===== src/rtl/mix_pkg.sv =====
// Shared GF(2^8) arithmetic, FSM state encoding and column width for the
// MixColumns engine.
package mix_pkg;

    localparam int COL_W = 32;

    typedef enum logic [1:0] {
        ST_IDLE = 2'd0,
        ST_CALC = 2'd1,
        ST_DONE = 2'd2
    } mix_state_e;

    // Multiply by x modulo x^8 + x^4 + x^3 + x + 1 (0x11B).
    function automatic logic [7:0] xtime(input logic [7:0] a);
        return {a[6:0], 1'b0} ^ (a[7] ? 8'h1b : 8'h00);
    endfunction

    function automatic logic [7:0] gf_mul2(input logic [7:0] a);
        return xtime(a);
    endfunction

    function automatic logic [7:0] gf_mul3(input logic [7:0] a);
        return xtime(a) ^ a;
    endfunction

    function automatic logic [7:0] gf_mul9(input logic [7:0] a);
        return xtime(xtime(xtime(a))) ^ a;
    endfunction

    function automatic logic [7:0] gf_mul11(input logic [7:0] a);
        return xtime(xtime(xtime(a))) ^ xtime(a) ^ a;
    endfunction

    function automatic logic [7:0] gf_mul13(input logic [7:0] a);
        return xtime(xtime(xtime(a))) ^ xtime(xtime(a)) ^ a;
    endfunction

    function automatic logic [7:0] gf_mul14(input logic [7:0] a);
        return xtime(xtime(xtime(a))) ^ xtime(xtime(a)) ^ xtime(a);
    endfunction

endpackage


===== src/rtl/mix_col_unit.sv =====
// Combinational MixColumns / InvMixColumns on one 32-bit column (row 0 in
// the most significant byte).
module mix_col_unit
    import mix_pkg::*;
#(
    parameter int INV_EN = 1
) (
    input  logic [COL_W-1:0] col,
    input  logic             inv,
    output logic [COL_W-1:0] mixed
);

    logic [7:0]       a [4];
    logic [COL_W-1:0] fwd;

    always_comb begin
        fwd = '0;
        for (int i = 0; i < 4; i++) begin
            a[i] = col[COL_W-1-8*i -: 8];
        end
        for (int i = 0; i < 4; i++) begin
            fwd[COL_W-1-8*i -: 8] = gf_mul2(a[i]) ^ gf_mul3(a[(i+1)%4])
                                  ^ a[(i+2)%4] ^ a[(i+3)%4];
        end
    end

    // The inverse datapath only exists when the build asks for it.
    if (INV_EN != 0) begin : g_inv
        logic [COL_W-1:0] rev;

        always_comb begin
            rev = '0;
            for (int i = 0; i < 4; i++) begin
                rev[COL_W-1-8*i -: 8] = gf_mul14(a[i]) ^ gf_mul11(a[(i+1)%4])
                                      ^ gf_mul13(a[(i+2)%4]) ^ gf_mul9(a[(i+3)%4]);
            end
        end

        assign mixed = inv ? rev : fwd;
    end else begin : g_fwd_only
        logic unused_inv;
        assign unused_inv = inv;
        assign mixed      = fwd;
    end

endmodule


===== src/rtl/mix_columns_engine.sv =====
// AES MixColumns engine: accepts a 128-bit state, transforms COLS_PER_CYC
// columns per clock in place, then holds the result until it is taken.
//
//   state   | meaning
//   --------+------------------------------------------------------------
//   IDLE    | in_ready high, waiting for in_valid to capture a block
//   CALC    | transforming columns, lowest index first
//   DONE    | out_valid high, result held until out_ready
module mix_columns_engine
    import mix_pkg::*;
#(
    parameter int COLS_PER_CYC = 1,
    parameter int INV_EN       = 1
) (
    input  logic         clk,
    input  logic         rst,
    input  logic         in_valid,
    output logic         in_ready,
    input  logic [127:0] in_data,
    input  logic         in_inv,
    output logic         out_valid,
    input  logic         out_ready,
    output logic [127:0] out_data,
    output logic         busy
);

    if (!(COLS_PER_CYC == 1 || COLS_PER_CYC == 2 || COLS_PER_CYC == 4)) begin : g_bad_cols
        $error("mix_columns_engine: COLS_PER_CYC must be 1, 2 or 4");
    end

    localparam logic [1:0] STEP     = 2'(COLS_PER_CYC);
    localparam logic [1:0] LAST_COL = 2'(4 - COLS_PER_CYC);
    localparam logic       INV_BIT  = (INV_EN != 0);

    mix_state_e   fsm_q;
    logic [127:0] st_q;
    logic [127:0] st_calc;
    logic [1:0]   cnt_q;
    logic         mode_q;
    logic         in_ready_q;
    logic         out_valid_q;
    logic         busy_q;

    logic [COL_W-1:0] col_in  [COLS_PER_CYC];
    logic [COL_W-1:0] col_out [COLS_PER_CYC];

    for (genvar g = 0; g < COLS_PER_CYC; g++) begin : g_col
        assign col_in[g] = st_q[127 - COL_W*(int'(cnt_q) + g) -: COL_W];

        mix_col_unit #(.INV_EN(INV_EN)) u_col (
            .col   (col_in[g]),
            .inv   (mode_q),
            .mixed (col_out[g])
        );
    end

    always_comb begin
        st_calc = st_q;
        for (int g = 0; g < COLS_PER_CYC; g++) begin
            st_calc[127 - COL_W*(int'(cnt_q) + g) -: COL_W] = col_out[g];
        end
    end

    always_ff @(posedge clk or posedge rst) begin
        if (rst) begin
            fsm_q       <= ST_IDLE;
            st_q        <= '0;
            cnt_q       <= '0;
            mode_q      <= 1'b0;
            in_ready_q  <= 1'b1;
            out_valid_q <= 1'b0;
            busy_q      <= 1'b0;
        end else begin
            case (fsm_q)
                ST_IDLE: begin
                    if (in_valid) begin
                        st_q       <= in_data;
                        mode_q     <= in_inv & INV_BIT;
                        cnt_q      <= '0;
                        fsm_q      <= ST_CALC;
                        in_ready_q <= 1'b0;
                        busy_q     <= 1'b1;
                    end
                end
                ST_CALC: begin
                    st_q  <= st_calc;
                    cnt_q <= cnt_q + STEP;
                    if (cnt_q == LAST_COL) begin
                        fsm_q       <= ST_DONE;
                        out_valid_q <= 1'b1;
                    end
                end
                ST_DONE: begin
                    if (out_ready) begin
                        fsm_q       <= ST_IDLE;
                        out_valid_q <= 1'b0;
                        busy_q      <= 1'b0;
                        in_ready_q  <= 1'b1;
                    end
                end
                default: begin
                    fsm_q       <= ST_IDLE;
                    in_ready_q  <= 1'b1;
                    out_valid_q <= 1'b0;
                    busy_q      <= 1'b0;
                end
            endcase
        end
    end

    assign in_ready  = in_ready_q;
    assign out_valid = out_valid_q;
    assign busy      = busy_q;
    assign out_data  = out_valid_q ? st_q : '0;

endmodule


===== config.mk =====
export PLATFORM = sky130hd
export DESIGN_NAME = mix_columns_engine
export DESIGN_NICKNAME = d
export VERILOG_FILES = /design/src/rtl/mix_pkg.sv /design/src/rtl/mix_col_unit.sv /design/src/rtl/mix_columns_engine.sv
export SDC_FILE = /design/constraint.sdc
export NUM_CORES = 1
export LEC_CHECK = 0
export CORE_MARGIN = 2
export CORE_UTILIZATION = 50
export DETAILED_ROUTE_END_ITERATION = 16
export DONT_BUFFER_PORTS = 1
export GPL_TIMING_DRIVEN = 0
export PLACE_DENSITY = 0.66
export SETUP_SLACK_MARGIN = 0.2
export SYNTH_ARGS = -nofsm -noshare
export SYNTH_HDL_FRONTEND = slang
export SYNTH_SLANG_ARGS = --single-unit

===== constraint.sdc =====
create_clock -name clk -period 8.4 [get_ports clk]
set_clock_uncertainty 0.2 [all_clocks]
set_input_delay 1.26 -clock clk [delete_from_list [all_inputs] [get_ports clk]]
set_output_delay 1.26 -clock clk [all_outputs]
set_load 0.01 [all_outputs]

==> impl_metrics.toml, run 1 <==
[logic_synthesis]
yosysMostFrequentCell = "xnor2_1"
synthDistinctLibCells = 46
number_of_enable_type_register_cells_in_the_synthesized_netlist = 0
yosys.area.top_type_share = 0.3271
synth.ff_latch_count = 136
synth_area_leader_cell = "dfrtp_1"
synth_nets = 1236
ys.flop_type = "dfrtp_1"
number_of_synthesis_warnings = 0
netlist_top_cells_area = "dfrtp_1 (33%), xnor2_1 (13%), and2_1 (7.8%), mux4_2 (7.0%), a21oi_1 (4.2%)"
synth.cells.most_frequent = "xnor2_1 (151), dfrtp_1 (135), and2_1 (129)"
synth-seq-area-share = 0.3297
postSynthAreaPerCell_um2 = 9.397
post_synth_inst_count = 1099
postSynth.asyncResetShare = 1.000
syn_area_mm2 = 0.01033

[placement]
placement.io_buffers = 0
detailedPlacementHpwl_um = 31000
gp_routability_congestion = 0.9976

[routing]
post_drt_wl_per_cell_um = 30.14
route.antenna.remaining_nets = 0
drt_iter0_markers = 1353
dr_total_vias = 9302
avgViaCountPerCell = 6.625
drcViolationCount = 0
drt_first_pass_iters = 5
aggregate_routed_wire_length_um = 42310

[global_routing]
grt_first_pass_wirelength_um = 60810
global_route.overflow_total = 0
grtUsageTotal = 0.3877
grt_antenna_before_repair = 4
grt_start_max_net_pins = 83
grt_pass1_vias = 9136

[final_layout]
p_r_area_growth_vs_syn_pct = 8.917
final_nets = 1256
final.fill_count = 1881
drive_above_1_share = 0.09894

[worst_setup_path]
reg2regPathDepth = 12
library_cell_contributing_the_largest_single_delay_on_the_critical_path = "xnor2_1"
crit_required_ns = 8.50
startpoint_of_the_most_critical_setup_path = "cnt_q[0]"
critical_path.max_fanout = 10
timing.rr.start = "cnt_q[0]"
worst_ep_arrival_time_ns = 4.78
worst_path_cell_chain = "buf_4, buf_4, buf_4, buf_2, mux4_2, xnor2_2, xnor2_1, xnor2_1, nand2_1, xnor2_1, a2bb2oi_1, o21ai_1"
crit_path_end_kind = "flip-flop"
critical_path.startpoint_type = "flip-flop"
worst_setup_path_endpoint = "st_q[55]"
reg2reg_to = "st_q[55]"
criticalPathCategory = "flip-flop to flip-flop"
slowest_delay_ns = 0.55
reg2reg_setup_slack_ns = 3.72

[clocking]
worst_skew_pair.late_latency_ns = 0.44
cts_hold_buffers = 0
cts_tree = "yes"
clock_tree_root_buffer_cell = "clkbuf_16"
cts_setup_buffers = 0
cts_resized = 0
cts_sinks = 136
clkTransAtPathRegs_ns = 0.07
max-clock-path-buffers = 2
cts_inserted_buffers = 17
clock_tree.htree_level_count = 4

[sta]
max_slew_margin = 0.3201
rsz_0062_raised_after_global_routing = "no"
worst_hold_slack_ns = 0.2910
fmax_ghz = 0.2135
final.setup.tns_ns = 0
finalWorstPathRequiredPeriod_ns = 4.685
slew_violations = 0
tightestPinTransition_ns = 1.020
setup_viol = 0
layout_worst_path_cycle_share = 0.5577
final_hold_viol_count = 0

[flow_run]
timing.max_cap.violations = 0

[worst_hold_path]
worst_hold_path_type = "flip-flop to flip-flop"

[floorplanning]
ios = 264
dieArea_mm2 = 0.02182
placeable_core_region_mm2 = 0.02023
std_cell_rows = 52
die-width_um = 147.7
initial_utilization = 0.5104
die_h_um = 147.7

[status]
run_status = "complete, no violations"
==> per-stage QoR <==
stage	setup slack, ns	cell area, um2	util	std cells
global route	3.651	11250	0.5558	1403
floorplan	3.302	10330	-	1099
global placement	1.532	10670	0.5271	1369
detailed placement	3.929	10700	0.5289	1370
finish	3.715	11250	0.5559	1404
CTS	3.887	11240	0.5557	1402
==> worst min-delay path by stage <==
stage / slack (ns) / cells past startpoint / from / to
2_1_floorplan: 0.26 / 2 / st_q[64] / st_q[64]
3_3_place_gp: 0.28 / 2 / st_q[72] / st_q[72]
3_5_place_dp: 0.28 / 2 / in_ready / in_ready
4_1_cts: 0.29 / 2 / in_ready / in_ready
5_1_grt: 0.30 / 2 / in_ready / in_ready
6_report: 0.29 / 2 / in_ready / in_ready
==> metal layers <==
| layer | up-vias | GRT usage | part of all wire |
|---|---|---|---|
| met5 | - | 0 | 0.00035 |
| met4 | 2 | 0.1856 | 0.052 |
| met3 | 161 | 0.1040 | 0.11 |
| met2 | 717 | 0.5781 | 0.45 |
| met1 | 4590 | 0.5269 | 0.39 |
| li1 | 3832 | - | - |
==> critical path: cells and delay by family (launching register included) <==
family | cells | cell delay [ns]
DFF | 1 | 0.49
muxes | 1 | 0.48
buffers and inverters | 4 | 1.39
and+or+nand+nor | 1 | 0.19
AOI/OAI and AO/OA | 2 | 0.35
xor gates and xnor gates | 4 | 1.40
==> layout make-up <==
type / count / area (um2) / share of cell area
clock buffers: 20 / 446.7 / 0.03971
well taps: 270 / 337.8 / 0.03003
diodes: 2 / 5.005 / 0.0004449
repair buffers: 1 / 27.53 / 0.002447
inverters: 6 / 27.53 / 0.002447
multi-input cells: 863 / 6445 / 0.5730
clock inverters: 12 / 93.84 / 0.008343
flip-flops and latches: 136 / 3405 / 0.3027
plain buffers: 94 / 460.4 / 0.04093
==> cells by family (layout without fill, tap and decap cells) <==
logic type | count (synthesis) | in the layout | share of synthesized area
DFF | 136 | 136 | 0.3297
buffers and inverters | 100 | 133 | 0.04676
xor gates and xnor gates | 223 | 223 | 0.2266
muxes | 36 | 36 | 0.07378
and+or+nand+nor | 345 | 345 | 0.1682
adders and majority gates | 4 | 4 | 0.004846
AOI/OAI and AO/OA | 255 | 255 | 0.1502
other | 0 | 2 | 0
==> layout by cell type (no fill, tap or decap), drive strengths merged <==
cell	netlist	final
inv	6	10
nor2b	1	1
nor3	2	2
nand4	1	1
o21a	4	4
xnor3	18	18
clkbuf	69	89
and3	35	35
and2	130	130
nand2b	3	3
diode	0	2
a2bb2oi	17	17
clkinv	0	5
a22o	2	2
a21o	1	1
o22ai	29	29
a22oi	8	8
ha	4	4
nor3b	1	1
mux2	1	1
a31oi	4	4
nor2	102	102
xnor2	161	161
a221oi	28	28
xor3	1	1
mux4	32	32
o21ai	76	76
xor2	43	43
nand3	7	7
buf	25	26
clkinvlp	0	3
nand2	63	63
dfstp	1	1
mux2i	3	3
a21oi	86	86
dfrtp	135	135
==> flip-flops by register name (all words and copies together), names as in the netlist <==
| register | flops |
|---|---|
| st_q | 128 |
| cnt_q | 2 |
| fsm_q | 2 |
| busy | 1 |
| in_ready | 1 |
| mode_q | 1 |
| out_valid | 1 |
Power of run 1 is not shown: default switching activity piles up to over one toggle a cycle in this logic, so the estimate is an artifact.
==> inputs of run 2 (changes only) <==
==> constraint.sdc (replaced) <==
create_clock -name clk -period 4.64 [get_ports clk]
set_clock_uncertainty 0.2 [all_clocks]
set_input_delay 0.696 -clock clk [delete_from_list [all_inputs] [get_ports clk]]
set_output_delay 0.696 -clock clk [all_outputs]
set_load 0.01 [all_outputs]
==> impl_metrics.toml, run 2 (same netlist as run 1, synthesis figures left out) <==
[clocking]
max-clock-path-buffers = 2
clkTransAtPathRegs_ns = 0.07
cts_sinks = 136
cts_setup_buffers = 0
clock_tree_root_buffer_cell = "clkbuf_16"
clock_tree.htree_level_count = 4
cts_tree = "yes"
worst_skew_pair.late_latency_ns = 0.44
cts_inserted_buffers = 17

[sta]
final.setup.tns_ns = 0
layout_worst_path_cycle_share = 0.9441
slew_violations = 0
tightestPinTransition_ns = 1.050
final_hold_viol_count = 0
setup_viol = 0
setup_ws_ns = 0.2593
fmax_ghz = 0.2283
max_slew_margin = 0.2999
finalWorstPathRequiredPeriod_ns = 4.381
rsz_0062_raised_after_global_routing = "yes"

[worst_setup_path]
crit_path_end_kind = "flip-flop"
critical_path.startpoint_type = "flip-flop"
cp_top_family = "buffers and inverters"
critical_path.max_fanout = 10
timing.rr.start = "cnt_q[0]"
reg2reg_to = "st_q[39]"
crit_required_ns = 4.72
critical_path_cell_count = 12
worst_path_cell_chain = "buf_6, buf_4, buf_4, clkbuf_4, mux4_2, xnor2_2, xnor2_1, xnor2_1, nand2_1, xnor2_2, a2bb2oi_1, o21ai_0"
path_buf_inv = 4
worst_ep_arrival_time_ns = 4.46
library_cell_contributing_the_largest_single_delay_on_the_critical_path = "dfrtp_1"
criticalPathCategory = "flip-flop to flip-flop"
reg2reg_setup_slack_ns = 0.26
reg2regPathDepth = 12
slowest_delay_ns = 0.50

[final_layout]
biggestRegsByFlops = "st_q: 128 flops, cnt_q: 2 flops, fsm_q: 2 flops"
final_nets = 1258
layout.cell_area.non_filler_mm2 = 0.01140
p_r_area_growth_vs_syn_pct = 10.39
drive_above_1_share = 0.1076
layout_commonest_cell = "xnor2_1"
registers.top_by_ff_count = "st_q"
most-common-layout-cells = "xnor2_1 (145), dfrtp_1 (135), and2_1 (129), nor2_1 (102), a21oi_1 (86)"
largest_register_ff_count = 128

[placement]
detailedPlacementHpwl_um = 31300
preCtsSetupSlack_ns = 0.2051
postPlaceCellArea_mm2 = 0.01073
gp_routability_congestion = 0.9863
placement.io_buffers = 0

[routing]
drt_first_pass_iters = 6
avgViaCountPerCell = 6.692
drt_iter0_markers = 1307
aggregate_routed_wire_length_um = 42860
dr_total_vias = 9416
route.antenna.remaining_nets = 0
post_drt_wl_per_cell_um = 30.46
drcViolationCount = 0

[global_routing]
grt_first_pass_wirelength_um = 61330
grt_antenna_before_repair = 4
grt_start_max_net_pins = 41
global_route.overflow_total = 0
grtUsageTotal = 0.3908
grt_pass1_vias = 9169

[floorplanning]
initial_utilization = 0.5104
die_h_um = 147.7
ios = 264
die-width_um = 147.7
dieArea_mm2 = 0.02182
std_cell_rows = 52
placeable_core_region_mm2 = 0.02023

[worst_hold_path]
worst_hold_path_type = "input port to async pin"

[flow_run]
timing.max_cap.violations = 0

[status]
run_status = "complete, no violations"
[run 2: changes by cell type in the layout (fill, tap and decap cells not counted), moves of 2 or more]
| cell | before | now |
|---|---|---|
| bufinv_16 | 0 | 2 |
| xnor2_2 | 9 | 14 |
| clkinv_4 | 3 | 1 |
| inv_6 | 5 | 7 |
| clkbuf_1 | 71 | 69 |
| xnor2_1 | 151 | 145 |
| buf_12 | 1 | 4 |
[run 2: layer usage]
metal  GRT usage  wire length [um]  part of all wire
met4      0.1793              2310             0.054
met2      0.5795             18890              0.44
met5           0                 0                 0
met1      0.5282             15640              0.36
met3      0.1188              6016              0.14
[run 2: how the worst max path moves through the flow]
stage / endpoint / start / slack [ns]
after global routing: st_q[103] / cnt_q[1] / 0.18
after global placement: st_q[23] / cnt_q[0] / 0.17
after floorplan: st_q[53] / cnt_q[1] / 1.21
final: st_q[39] / cnt_q[0] / 0.26
after detailed placement: st_q[23] / cnt_q[0] / 0.21
after CTS: st_q[111] / cnt_q[0] / 0.21
[run 2: metrics by stage]
| step | hold slack, ns | instances | util |
|---|---|---|---|
| after floorplan | 0.2580 | 1099 | - |
| after global placement | 0.2762 | 1369 | 0.5273 |
| after detailed placement | 0.2851 | 1372 | 0.5302 |
| after CTS | 0.08371 | 1404 | 0.5601 |
| after global routing | 0.1264 | 1405 | 0.5632 |
| final | 0.07153 | 1407 | 0.5634 |
[run 2: cell type report]
type / count / area (um2)
multi-input combinational: 863 / 6501
sequential: 136 / 3405
inverter: 6 / 26.28
clock inverter: 14 / 157.7
tap: 270 / 337.8
buffer: 94 / 466.7
clock buffer: 18 / 439.2
antenna: 3 / 7.507
timing repair buffer: 3 / 60.06
fill: 1818 / 8833
[run 2: repair_timing]
action | CTS | global route
resized for setup | 1 | 8
hold buffers | 0 | 0
pin swaps | 0 | 2
setup endpoints to repair | 4 | 27
Power of run 2 is left out for the same reason.
